===== src/rtl/measure_unit_pkg.sv =====
// rtl/measure_unit_pkg.sv - shared types and constants for the measure unit
//
// Purpose: state encoding and error codes for the threshold SAR controller,
//          plus the DAC code width shared across measure_unit.
package measure_unit_pkg;

  localparam int DAC_CODE_WIDTH = 16;

  typedef enum logic [2:0] {
    ST_IDLE,
    ST_DAC_WR,
    ST_DAC_WAIT,
    ST_SETTLE,
    ST_STB_REQ,
    ST_DECIDE,
    ST_DONE,
    ST_ERR
  } sar_state_t;

  localparam logic [1:0] SAR_ERR_NONE = 2'b00;
  localparam logic [1:0] SAR_ERR_DAC  = 2'b01;
  localparam logic [1:0] SAR_ERR_STB  = 2'b10;

endpackage


===== src/rtl/sar_vote_cnt.sv =====
// rtl/sar_vote_cnt.sv - sample/ones counter with majority decision
//
// Purpose: counts comparator samples of one strobe group and reports the
//          majority result for the bit under test.
// Ports:
//   clk_i    in   controller clock
//   arstn_i  in   asynchronous active-low reset
//   clr_i    in   synchronous clear of both counters
//   valid_i  in   accepted comparator sample this cycle
//   bit_i    in   comparator value of that sample
//   done_o   out  high with the sample that completes the group
//   maj_o    out  more than half of the counted samples were ones
module sar_vote_cnt #(
  parameter int SAMPLES = 7
) (
  input  logic clk_i,
  input  logic arstn_i,
  input  logic clr_i,
  input  logic valid_i,
  input  logic bit_i,
  output logic done_o,
  output logic maj_o
);

  localparam int SW = $clog2(SAMPLES + 1);

  logic [SW-1:0] r_samples;
  logic [SW-1:0] r_ones;

  always_ff @(posedge clk_i or negedge arstn_i) begin
    if (!arstn_i) begin
      r_samples <= '0;
      r_ones    <= '0;
    end else if (clr_i) begin
      r_samples <= '0;
      r_ones    <= '0;
    end else if (valid_i) begin
      r_samples <= r_samples + SW'(1);
      r_ones    <= r_ones + SW'(bit_i);
    end
  end

  // Done is flagged combinationally with the last sample so the controller
  // can drop its strobe request in the cycle the count reaches SAMPLES.
  assign done_o = valid_i && (r_samples == SW'(SAMPLES - 1));

  // 2*ones > SAMPLES, one extra bit so the doubled count cannot overflow.
  assign maj_o = ({1'b0, r_ones} << 1) > (SW + 1)'(SAMPLES);

endmodule


===== src/rtl/threshold_sar_ctl.sv =====
// rtl/threshold_sar_ctl.sv - successive-approximation comparator threshold search
//
// Purpose: resolves the DAC code at which the comparator switches, MSB first,
//          deciding each bit by majority vote over SAMPLES strobes.
// Ports:
//   clk_i        in   controller clock
//   arstn_i      in   asynchronous active-low reset
//   run_i        in   level: high starts/holds a search, low aborts/clears
//   cmp_i        in   comparator output, synchronous to clk_i
//   dac_code_o   out  code presented to the SPI master
//   dac_wre_o    out  one-cycle write pulse to the SPI master
//   dac_rdy_i    in   SPI master idle/done
//   stb_req_o    out  strobe request level
//   stb_valid_i  in   strobe issued, cmp_i valid this cycle
//   res_o        out  resolved threshold code
//   busy_o       out  search in progress
//   rdy_o        out  res_o valid
//   err_o        out  00 none, 01 DAC timeout, 10 strobe timeout
module threshold_sar_ctl
  import measure_unit_pkg::*;
#(
  parameter int CODE_WIDTH     = DAC_CODE_WIDTH,
  parameter int SETTLE_CYCLES  = 32,
  parameter int SAMPLES        = 7,
  parameter int TIMEOUT_CYCLES = 2**20
) (
  input  logic                  clk_i,
  input  logic                  arstn_i,
  input  logic                  run_i,
  input  logic                  cmp_i,
  output logic [CODE_WIDTH-1:0] dac_code_o,
  output logic                  dac_wre_o,
  input  logic                  dac_rdy_i,
  output logic                  stb_req_o,
  input  logic                  stb_valid_i,
  output logic [CODE_WIDTH-1:0] res_o,
  output logic                  busy_o,
  output logic                  rdy_o,
  output logic [1:0]            err_o
);

  localparam int BW  = $clog2(CODE_WIDTH);
  localparam int TW  = $clog2(TIMEOUT_CYCLES + 1);
  localparam int STW = $clog2(SETTLE_CYCLES + 1);

  sar_state_t            r_state;
  logic [BW-1:0]         r_bit;
  logic [CODE_WIDTH-1:0] r_trial;
  logic [TW-1:0]         r_tmo;
  logic [STW-1:0]        r_settle;
  logic [CODE_WIDTH-1:0] r_dac_code;
  logic                  r_dac_wre;
  logic                  r_stb_req;
  logic [CODE_WIDTH-1:0] r_res;
  logic                  r_busy;
  logic                  r_rdy;
  logic [1:0]            r_err;

  logic                  w_busy_state;
  logic                  w_sample;
  logic                  w_vote_clr;
  logic                  w_done;
  logic                  w_maj;
  logic [CODE_WIDTH-1:0] w_bit_mask;
  logic [CODE_WIDTH-1:0] w_next_mask;
  logic [CODE_WIDTH-1:0] w_trial_next;

  assign w_busy_state = (r_state == ST_DAC_WR)  || (r_state == ST_DAC_WAIT) ||
                        (r_state == ST_SETTLE)  || (r_state == ST_STB_REQ)  ||
                        (r_state == ST_DECIDE);

  // A strobe coinciding with run_i falling is dropped: the abort wins.
  assign w_sample   = (r_state == ST_STB_REQ) && stb_valid_i && run_i;
  assign w_vote_clr = (r_state == ST_SETTLE);

  assign w_bit_mask   = CODE_WIDTH'(1) << r_bit;
  assign w_next_mask  = CODE_WIDTH'(1) << (r_bit - BW'(1));
  assign w_trial_next = w_maj ? (r_trial | w_bit_mask) : r_trial;

  sar_vote_cnt #(
    .SAMPLES (SAMPLES)
  ) u_vote (
    .clk_i   (clk_i),
    .arstn_i (arstn_i),
    .clr_i   (w_vote_clr),
    .valid_i (w_sample),
    .bit_i   (cmp_i),
    .done_o  (w_done),
    .maj_o   (w_maj)
  );

  // Outputs are registered: dac_wre_o / stb_req_o are set on the transition
  // into the state they belong to, so they line up exactly with that state.
  always_ff @(posedge clk_i or negedge arstn_i) begin
    if (!arstn_i) begin
      r_state    <= ST_IDLE;
      r_bit      <= '0;
      r_trial    <= '0;
      r_tmo      <= '0;
      r_settle   <= '0;
      r_dac_code <= '0;
      r_dac_wre  <= 1'b0;
      r_stb_req  <= 1'b0;
      r_res      <= '0;
      r_busy     <= 1'b0;
      r_rdy      <= 1'b0;
      r_err      <= SAR_ERR_NONE;
    end else begin
      r_dac_wre <= 1'b0;
      if (w_busy_state && !run_i) begin
        r_state   <= ST_IDLE;
        r_stb_req <= 1'b0;
        r_busy    <= 1'b0;
        r_rdy     <= 1'b0;
      end else begin
        case (r_state)
          ST_IDLE: begin
            if (run_i && dac_rdy_i) begin
              r_state    <= ST_DAC_WR;
              r_bit      <= BW'(CODE_WIDTH - 1);
              r_trial    <= '0;
              r_res      <= '0;
              r_rdy      <= 1'b0;
              r_busy     <= 1'b1;
              r_dac_wre  <= 1'b1;
              r_dac_code <= CODE_WIDTH'(1) << (CODE_WIDTH - 1);
            end
          end
          ST_DAC_WR: begin
            r_state <= ST_DAC_WAIT;
            r_tmo   <= '0;
          end
          ST_DAC_WAIT: begin
            // r_tmo is zero only in the first cycle, covering the SPI
            // master's delay before it drops dac_rdy_i.
            if ((r_tmo != '0) && dac_rdy_i) begin
              r_state  <= ST_SETTLE;
              r_settle <= '0;
            end else if (r_tmo == TW'(TIMEOUT_CYCLES - 1)) begin
              r_state <= ST_ERR;
              r_err   <= SAR_ERR_DAC;
              r_busy  <= 1'b0;
            end else begin
              r_tmo <= r_tmo + TW'(1);
            end
          end
          ST_SETTLE: begin
            if (r_settle == STW'(SETTLE_CYCLES - 1)) begin
              r_state   <= ST_STB_REQ;
              r_stb_req <= 1'b1;
              r_tmo     <= '0;
            end else begin
              r_settle <= r_settle + STW'(1);
            end
          end
          ST_STB_REQ: begin
            if (w_done) begin
              r_state   <= ST_DECIDE;
              r_stb_req <= 1'b0;
            end else if (r_tmo == TW'(TIMEOUT_CYCLES - 1)) begin
              r_state   <= ST_ERR;
              r_err     <= SAR_ERR_STB;
              r_stb_req <= 1'b0;
              r_busy    <= 1'b0;
            end else begin
              r_tmo <= r_tmo + TW'(1);
            end
          end
          ST_DECIDE: begin
            r_trial <= w_trial_next;
            if (r_bit == '0) begin
              r_state <= ST_DONE;
              r_res   <= w_trial_next;
              r_rdy   <= 1'b1;
              r_busy  <= 1'b0;
            end else begin
              r_state    <= ST_DAC_WR;
              r_bit      <= r_bit - BW'(1);
              r_dac_wre  <= 1'b1;
              r_dac_code <= w_trial_next | w_next_mask;
            end
          end
          ST_DONE: begin
            if (!run_i) begin
              r_state <= ST_IDLE;
            end
          end
          ST_ERR: begin
            if (!run_i) begin
              r_state <= ST_IDLE;
              r_err   <= SAR_ERR_NONE;
            end
          end
          default: begin
            r_state <= ST_IDLE;
          end
        endcase
      end
    end
  end

  assign dac_code_o = r_dac_code;
  assign dac_wre_o  = r_dac_wre;
  assign stb_req_o  = r_stb_req;
  assign res_o      = r_res;
  assign busy_o     = r_busy;
  assign rdy_o      = r_rdy;
  assign err_o      = r_err;

endmodule


===== config.mk =====
export PLATFORM = sky130hd
export DESIGN_NAME = threshold_sar_ctl
export DESIGN_NICKNAME = d
export VERILOG_FILES = /design/src/rtl/measure_unit_pkg.sv /design/src/rtl/sar_vote_cnt.sv /design/src/rtl/threshold_sar_ctl.sv
export SDC_FILE = /design/constraint.sdc
export NUM_CORES = 1
export LEC_CHECK = 0
export ABC_AREA = 1
export CAP_MARGIN = 30
export CORE_ASPECT_RATIO = 1.5
export CORE_MARGIN = 5
export CORE_UTILIZATION = 46
export DETAILED_ROUTE_END_ITERATION = 7
export HOLD_SLACK_MARGIN = 0.06
export PLACE_DENSITY = 0.67
export SLEW_MARGIN = 0
export SYNTH_ARGS = -nofsm -noshare
export SYNTH_HDL_FRONTEND = slang
export SYNTH_SLANG_ARGS = --single-unit

===== constraint.sdc =====
create_clock -name clk_i -period 1.95 [get_ports clk_i]
set_input_delay 0.195 -clock clk_i [delete_from_list [all_inputs] [get_ports clk_i]]
set_output_delay 0.195 -clock clk_i [all_outputs]
set_load 0.02 [all_outputs]

==> results of run 1 <==
-- placed cells by master, fill, tap and decap left out, types with 9 or more instances in the layout --
cell,n
buf_4,28
clkbuf_16,9
clkdlybuf4s50_1,42
dfrtp_1,93
ha_1,11
inv_1,44
nand2_1,275
nand3_1,34
nor2_1,90
o21ai_0,65
o21ai_1,12
xor2_1,10
-- cell families (layout without fill, tap and decap cells) --
logic type	Yosys count	count (layout)	synth area share, %
flops	94	94	44.6
fa+ha+maj	12	12	2.84
buf+inv	75	143	6.42
compound gates	88	88	8.94
xor+xnor	17	17	2.82
simple gates	439	440	34.4
-- per-layer routing --
metal / GRT usage (%) / vias up / wire length [um]
li1: - / 2426 / -
met4: 11.5 / 0 / 610
met1: 21.0 / 2247 / 4930
met5: 0 / - / 0
met3: 2.77 / 43 / 587
met2: 35.5 / 153 / 7050
-- what timing repair did --
item,CTS,global route
resized for setup,0,18
hold buffers,1,0
setup endpoints to repair,0,38
buffers inserted,0,2
hold endpoints to repair,94,0
-- stage by stage --
stage / cell area (um2) / cells / setup WS, ns
floorplan: 5280 / 725 / 0.186
global placement: 6020 / 924 / 0.0832
detailed placement: 6020 / 924 / 0.0379
CTS: 6340 / 941 / 0.0578
global route: 6410 / 944 / 0.00226
finish: 6410 / 944 / 0.116
-- cell type report --
class | instances | area (um2) | area share, %
multi-input combinational | 557 | 2650 | 41.3
clock inverter | 6 | 68.8 | 1.07
clock buffer | 10 | 239 | 3.73
inverter | 52 | 195 | 3.05
tap | 150 | 188 | 2.93
sequential | 94 | 2350 | 36.7
timing repair buffer | 75 | 721 | 11.2
-- power groups by stage --
stage          combinational, mW  clock, mW  sequential, mW
3_3_place_gp                2.60          0            2.30
5_1_grt                     3.06       1.93            2.29
2_1_floorplan               1.85          0            2.31
4_1_cts                     2.64       1.87            2.26
6_report                    2.76       1.83            2.26
3_5_place_dp                2.61          0            2.30
-- flip-flops by register name, summed over array words and instances, names as in the netlist --
name              flops
r_trial              16
err_o                 2
busy_o                1
r_bit                 4
r_state               3
u_vote.r_samples      3
r_tmo                21
dac_code_o           16
u_vote.r_ones         3
res_o                16
r_settle              6
stb_req_o             1
rdy_o                 1
dac_wre_o             1
-- worst max-delay path, cell delays in order (launching register included) --
cell and delay [ns]:
dfrtp_1 0.47, inv_2 0.13, nand3_2 0.17, inv_1 0.19, buf_4 0.16, nand2_1 0.15
o21ai_0 0.35, nand2_1 0.09, nand2_1 0.06
-- worst paths after layout --
kind	from	slack, ns	end
worst max-delay path	r_state[1]	0.12	dac_code_o[5]
worst min-delay path	arstn_i	0.42	dac_code_o[3]
worst max register to register	r_state[1]	0.12	dac_code_o[5]
worst min register to register	u_vote.r_samples[2]	0.47	u_vote.r_samples[2]
max in group asynchronous	arstn_i	1.10	r_state[2]
min in group clk_i	u_vote.r_samples[2]	0.47	u_vote.r_samples[2]
==> reports/qor.csv, run 1 <==
stage;metric;value;unit
status;outcome;finished clean;
logic_synthesis;synthesized area per cell;7.28;um2
logic_synthesis;top area cells in the synthesized netlist;dfrtp_1, nand2_1, o21ai_0;
hold_path;worst min-delay path category;in2async;
logic_synthesis;Primary FF master, synth;dfrtp_1;
global_routing;first-pass GRT wire length;21700;um
logic_synthesis;area leader, netlist;dfrtp_1;
pwr;IR drop worst, VDD;1.03;mV
worst_setup_path;peak fanout along the critical path;8;
floorplan;Starting Density;46.3;%
sta;Final Hold Viols;0;
clock_network;CTS max path bufs;2;
placed_design;DP HPWL;9590;um
logic_synthesis;Post-Synthesis Cells;725;
floorplan;die extent in y;141;um
route;Via-to-Cell Ratio;5.16;
route;initial drt markers;204;
sta;max-slew violations;0;
sta;normalized max-slew margin;66.0;%
sta;Tmin final;1.83;ns
clock_network;clock sinks;94;
logic_synthesis;post-synth top area share;44.6;%
placed_design;input/output buffers;43;
worst_setup_path;cell depth of the worst flop-to-flop path;8;
floorplan;CORE AREA;0.0114;mm2
clock_network;Clk Latency, worst-skew pair;0.35;ns
logic_synthesis;Yosys warnings;0;
run;# Max-Cap Violations;0;
clock_network;H-tree levels;3;
sta;period utilization;94.1;%
logic_synthesis;Yosys reg bits;94;
logic_synthesis;Syn Nets;743;
placed_design;global placer's final weighted congestion;0.942;
logic_synthesis;most frequent cell after synthesis;nand2_1;
pwr;Sequential Power Share;33.0;%
pwr;pwr dens;1070;mW/mm2
worst_setup_path;WS Path Type;reg2reg;
clock_network;Num CTS Buffers;9;
logic_synthesis;FFs w/ async S/R, synth;100;%
floorplan;Top Ports;44;
sta;unrepaired setup endpoints after global routing;false;
sta;Slew @ Worst Pin;0.510;ns
pwr;Sw Ratio;41.1;%
route;Routed Antenna Nets;0;
global_routing;Congestion Overflow GR;0;
layout;Synth-to-Final Area Change;21.4;%
global_routing;largest net degree at the start of global routing;95;
worst_setup_path;crit end category;flop;
clock_network;CTS Root Cell;clkbuf_16;
route;WL/cell;14.0;um
floorplan;die area;0.0138;mm2
layout;share of layout cells above drive strength 1;11.5;%
logic_synthesis;mapped cell area;0.00528;mm2
floorplan;site row count;48;
worst_setup_path;WP data required;2.24;ns
clock_network;Worst-path clk slew;0.07;ns
pwr;LEAKAGE;3.07;nW
floorplan;die width;97.5;um
global_routing;gr usage total;19.4;%
layout;Fillers;1100;
pwr;Internal Pwr Total;4.04;mW
layout;final core utilization;56.2;%
worst_setup_path;crit path launch type;flop;
pwr;total power;6.86;mW
route;final WL;13200;um
logic_synthesis;top post-synthesis cells by count;nand2_1, dfrtp_1, nor2_1;
pwr;Gate power share;40.3;%
sta;Finish-stage setup viols;0;
global_routing;vias in the first global route;4680;
logic_synthesis;sequential share of the synthesized area;44.6;%
sta;Max Fclk;545;MHz
logic_synthesis;count of cell types in the netlist;33;
sta;clock skew;0.00498;ns
pwr;P_sw;2.82;mW
clock_network;CTS tree;yes;
route;routed vias;4869;
route;DRT Pass-1 Iters;6;
route;DRC violations left;0;
layout;layout net count;807;
logic_synthesis;EDFF count, synth;0;
global_routing;initial antenna violation count;0;
layout;ANT cells;0;
worst_setup_path;CP arrival;2.12;ns
sta;Min Hold Slack;0.423;ns
pwr;Clk network pwr share;26.7;%
sta;setup TNS;0;ns
Power figures use the tool's default switching activity.
==> run 2: changes to the inputs <==
--- a/config.mk
+++ b/config.mk
@@ -5,7 +5,6 @@
 export SDC_FILE = /design/constraint.sdc
 export NUM_CORES = 1
 export LEC_CHECK = 0
-export ABC_AREA = 1
 export CAP_MARGIN = 30
 export CORE_ASPECT_RATIO = 1.5
 export CORE_MARGIN = 5
==> run 2 against run 1 <==
Compared with the run above: the run now ends with negative setup slack left; critical path depth down 1; sequential power up 8%; worst hold slack gained 0.013 ns; clock skew increased by 0.0047 ns; clock power decreased by 5%; sequential cell count did not move; non-clock buffer count grew 87; area after synthesis is 3.5% lower; core utilization grew 9.0 points; critical endpoint is now r_tmo[0]; largest cell class unchanged; largest power group is now sequential cells; highest routed layer unchanged.
==> reports/qor.csv, run 2 <==
stage;metric;value;unit;change
placed_design;input/output buffers;43;;unchanged
worst_setup_path;RR Startpoint;r_state[2];;
pwr;IR drop worst, VDD;0.562;mV;-46%
route;Via-to-Cell Ratio;5.68;;+10%
global_routing;GRT met3 Usage;2.99;%;+0.21 points
layout;Synth-to-Final Area Change;40.0;%;
logic_synthesis;Syn Nets;591;;-20%
layout;Fillers;911;;-17%
sta;Tmin final;2.07;ns;+0.232 ns
logic_synthesis;Primary FF master, synth;dfrtp_1;;
floorplan;die area;0.0133;mm2;-3.2%
layout;commonest non-fill, non-tap cell in the layout;buf_4;;
sta;period utilization;106;%;+12 points
route;routed vias;4872;;+0.062%
logic_synthesis;Yosys reg bits;94;;unchanged
pwr;total power;6.48;mW;-5.6%
clock_network;CTS max path bufs;2;;unchanged
clock_network;CTS tree;yes;;
worst_setup_path;CP max-delay cell;or4bb_1;;
worst_setup_path;CP Cell Sequence;or4bb_1, a31oi_1, a211oi_2, buf_4, buf_6, and3_4, mux2_4;;
floorplan;CORE AREA;0.0109;mm2;-4.1%
worst_setup_path;peak fanout along the critical path;5;;-3
global_routing;met1 Use GR;25.6;%;+4.7 points
layout;share of layout cells above drive strength 1;27.8;%;+16 points
layout;max reg flops;21;;unchanged
clock_network;Clk Latency, worst-skew pair;0.35;ns;about the same
logic_synthesis;most frequent cell after synthesis;nand2_1;;
layout;ANT cells;0;;unchanged
worst_setup_path;crit path launch type;flop;;
global_routing;largest net degree at the start of global routing;95;;unchanged
floorplan;die extent in y;139;um;-1.6%
logic_synthesis;count of cell types in the netlist;65;;+97%
logic_synthesis;EDFF count, synth;0;;unchanged
route;DRC violations left;0;;unchanged
sta;Slew @ Worst Pin;0.577;ns;+0.0672 ns
floorplan;Starting Density;46.6;%;+0.32 points
worst_setup_path;crit end category;flop;;
global_routing;gr usage total;21.9;%;+2.5 points
floorplan;site row count;47;;-2.1%
global_routing;Congestion Overflow GR;0;;unchanged
sta;Worst Slack Setup Final;-0.117;ns;-0.232 ns
layout;Top reg by flops;r_tmo;;
hold_path;worst min-delay path category;in2async;;
worst_setup_path;cell depth of the worst flop-to-flop path;7;;-1
clock_network;H-tree levels;3;;unchanged
logic_synthesis;synthesized area per cell;8.89;um2;+22%
worst_setup_path;reg-to-reg endpoint;r_tmo[0];;
sta;clock skew;0.00966;ns;+0.00468 ns
global_routing;first-pass GRT wire length;23300;um;+7.3%
sta;normalized max-slew margin;61.4;%;-4.6 points
clock_network;clock sinks;94;;unchanged
logic_synthesis;FFs w/ async S/R, synth;100;%;unchanged
global_routing;vias in the first global route;4892;;+4.5%
logic_synthesis;Post-Synthesis Cells;573;;-21%
logic_synthesis;area leader, netlist;dfrtp_1;;
route;initial drt markers;235;;+15%
sta;Final Hold Viols;0;;unchanged
worst_setup_path;delay-heaviest family, CP;simple AND/OR/NAND/NOR gates;;
placed_design;global placer's final weighted congestion;0.953;;+1.2%
sta;max-slew violations;0;;unchanged
route;WL/cell;17.3;um;+24%
route;DRT Pass-1 Iters;5;;-1
layout;layout net count;724;;-10%
layout;final core utilization;65.2;%;+9.0 points
status;outcome;finished with violations;;
clock_network;CTS Root Cell;clkbuf_16;;
status;failing checks;negative setup slack;;
worst_setup_path;WP buf/inv;2;;-1
pwr;LEAKAGE;3.18;nW;+3.7%
sta;Finish-stage setup viols;22;;+22
logic_synthesis;mapped cell area;0.00509;mm2;-3.5%
logic_synthesis;top area cells in the synthesized netlist;dfrtp_1, nand2_1, o21ai_0;;
global_routing;initial antenna violation count;0;;unchanged
floorplan;die width;95.9;um;-1.6%
floorplan;Top Ports;44;;unchanged
placed_design;DP HPWL;10200;um;+6.2%
logic_synthesis;sequential share of the synthesized area;46.2;%;+1.6 points
layout;most frequent cells in the layout;buf_4, nand2_1, dfrtp_1;;
clock_network;Num CTS Buffers;9;;unchanged
logic_synthesis;top post-synthesis cells by count;nand2_1, dfrtp_1, o21ai_0;;
worst_setup_path;R2R Setup Slk;-0.12;ns;-0.23 ns
worst_setup_path;crit-path max cell delay;0.55;ns;+0.08 ns
worst_setup_path;WS Path Type;reg2reg;;
logic_synthesis;post-synth top area share;46.2;%;+1.6 points
run;# Max-Cap Violations;0;;unchanged
sta;Min Hold Slack;0.436;ns;+0.0131 ns
clock_network;Worst-path clk slew;0.07;ns;about the same
sta;Max Fclk;484;MHz;-11%
route;Routed Antenna Nets;0;;unchanged
global_routing;GR peak layer;met2;;
sta;unrepaired setup endpoints after global routing;true;;
pwr;pwr dens;908;mW/mm2;-15%
global_routing;met2 Use GR;40.1;%;+4.6 points
worst_setup_path;WP data required;2.18;ns;-0.06 ns
logic_synthesis;Yosys warnings;0;;unchanged
worst_setup_path;CP arrival;2.30;ns;+0.18 ns
route;final WL;14800;um;+13%
==> run 2: changes by cell type in the layout (fill, tap and decap cells not counted), moves of 7 or more <==
cell and change:
nand2_1 -176, a21o_1 +18, a31oi_1 +29, o21ai_1 -9
nor2_1 -57, a21oi_1 +9, o21ai_0 -24, nand3_1 -14
inv_1 -26, buf_4 +78, nor3_1 +10, o311ai_0 +7
o211ai_1 +8, nor4_1 +10
==> run 2: tightest hold or removal path, stage by stage <==
cell and delay (ns):
dlygate4sd3_1 0.53, buf_4 0.11, buf_12 0.38
==> run 2: layout make-up <==
| cell class | count | area [um2] | share of cell area [%] |
|---|---|---|---|
| inverters | 21 | 81.3 | 1.14 |
| clock inverters | 7 | 65.1 | 0.912 |
| well taps | 147 | 184 | 2.58 |
| clock buffers | 9 | 225 | 3.16 |
| repair buffers | 162 | 1470 | 20.6 |
| multi-input cells | 418 | 2760 | 38.7 |
| flip-flops and latches | 94 | 2350 | 33.0 |
==> run 2: timing repair <==
item,in CTS,in global routing
resized for setup,20,39
setup buffers,8,6
pin swaps,8,14
endpoints found under the setup margin,35,64
cloned,0,3
endpoints found under the hold margin,94,0
hold buffers,1,0
==> run 2: worst max path at each step <==
stage                           start  slack [ns]  depth (start not counted)        to
after floorplan           r_settle[0]       -0.05                          9  r_tmo[6]
after global placement      dac_rdy_i       -0.25                          8  r_tmo[7]
after detailed placement    dac_rdy_i       -0.31                          8  r_tmo[8]
after CTS                   r_tmo[20]       -0.07                          7  err_o[1]
after global routing         r_tmo[0]       -0.20                          8  err_o[1]
final                      r_state[2]       -0.12                          7  r_tmo[0]
==> run 2: stage by stage <==
stage | cell area, um2 | std cells | setup TNS, ns | setup WS, ns
5_1_grt | 7130 | 858 | -3.61 | -0.199
6_report | 7130 | 858 | -1.71 | -0.117
4_1_cts | 6820 | 850 | -0.343 | -0.0738
2_1_floorplan | 5130 | 573 | -0.373 | -0.0511
3_5_place_dp | 6360 | 825 | -10.23 | -0.313
3_3_place_gp | 6360 | 825 | -7.74 | -0.255
==> run 2: where the power goes <==
part	internal [mW]	switching [mW]	leakage, nW
Clock	0.895	0.831	0.140
Combinational	1.16	1.15	1.81
Sequential	2.24	0.207	1.23
Total	4.29	2.18	3.18
==> run 2: logic make-up after synthesis <==
family	after synthesis	synth area share, %
compound gates	160	21.1
xor+xnor	6	1.03
fa+ha+maj	12	2.95
buf+inv	61	5.33
flops	94	46.2
mux	5	1.06
simple gates	235	22.3
==> run 2: routing by layer <==
layer  vias up  part of all wire, %
met3        29                  3.7
met4         0                  2.2
met1      2386                   39
met5         -                    0
met2       125                   55
li1       2332                    -
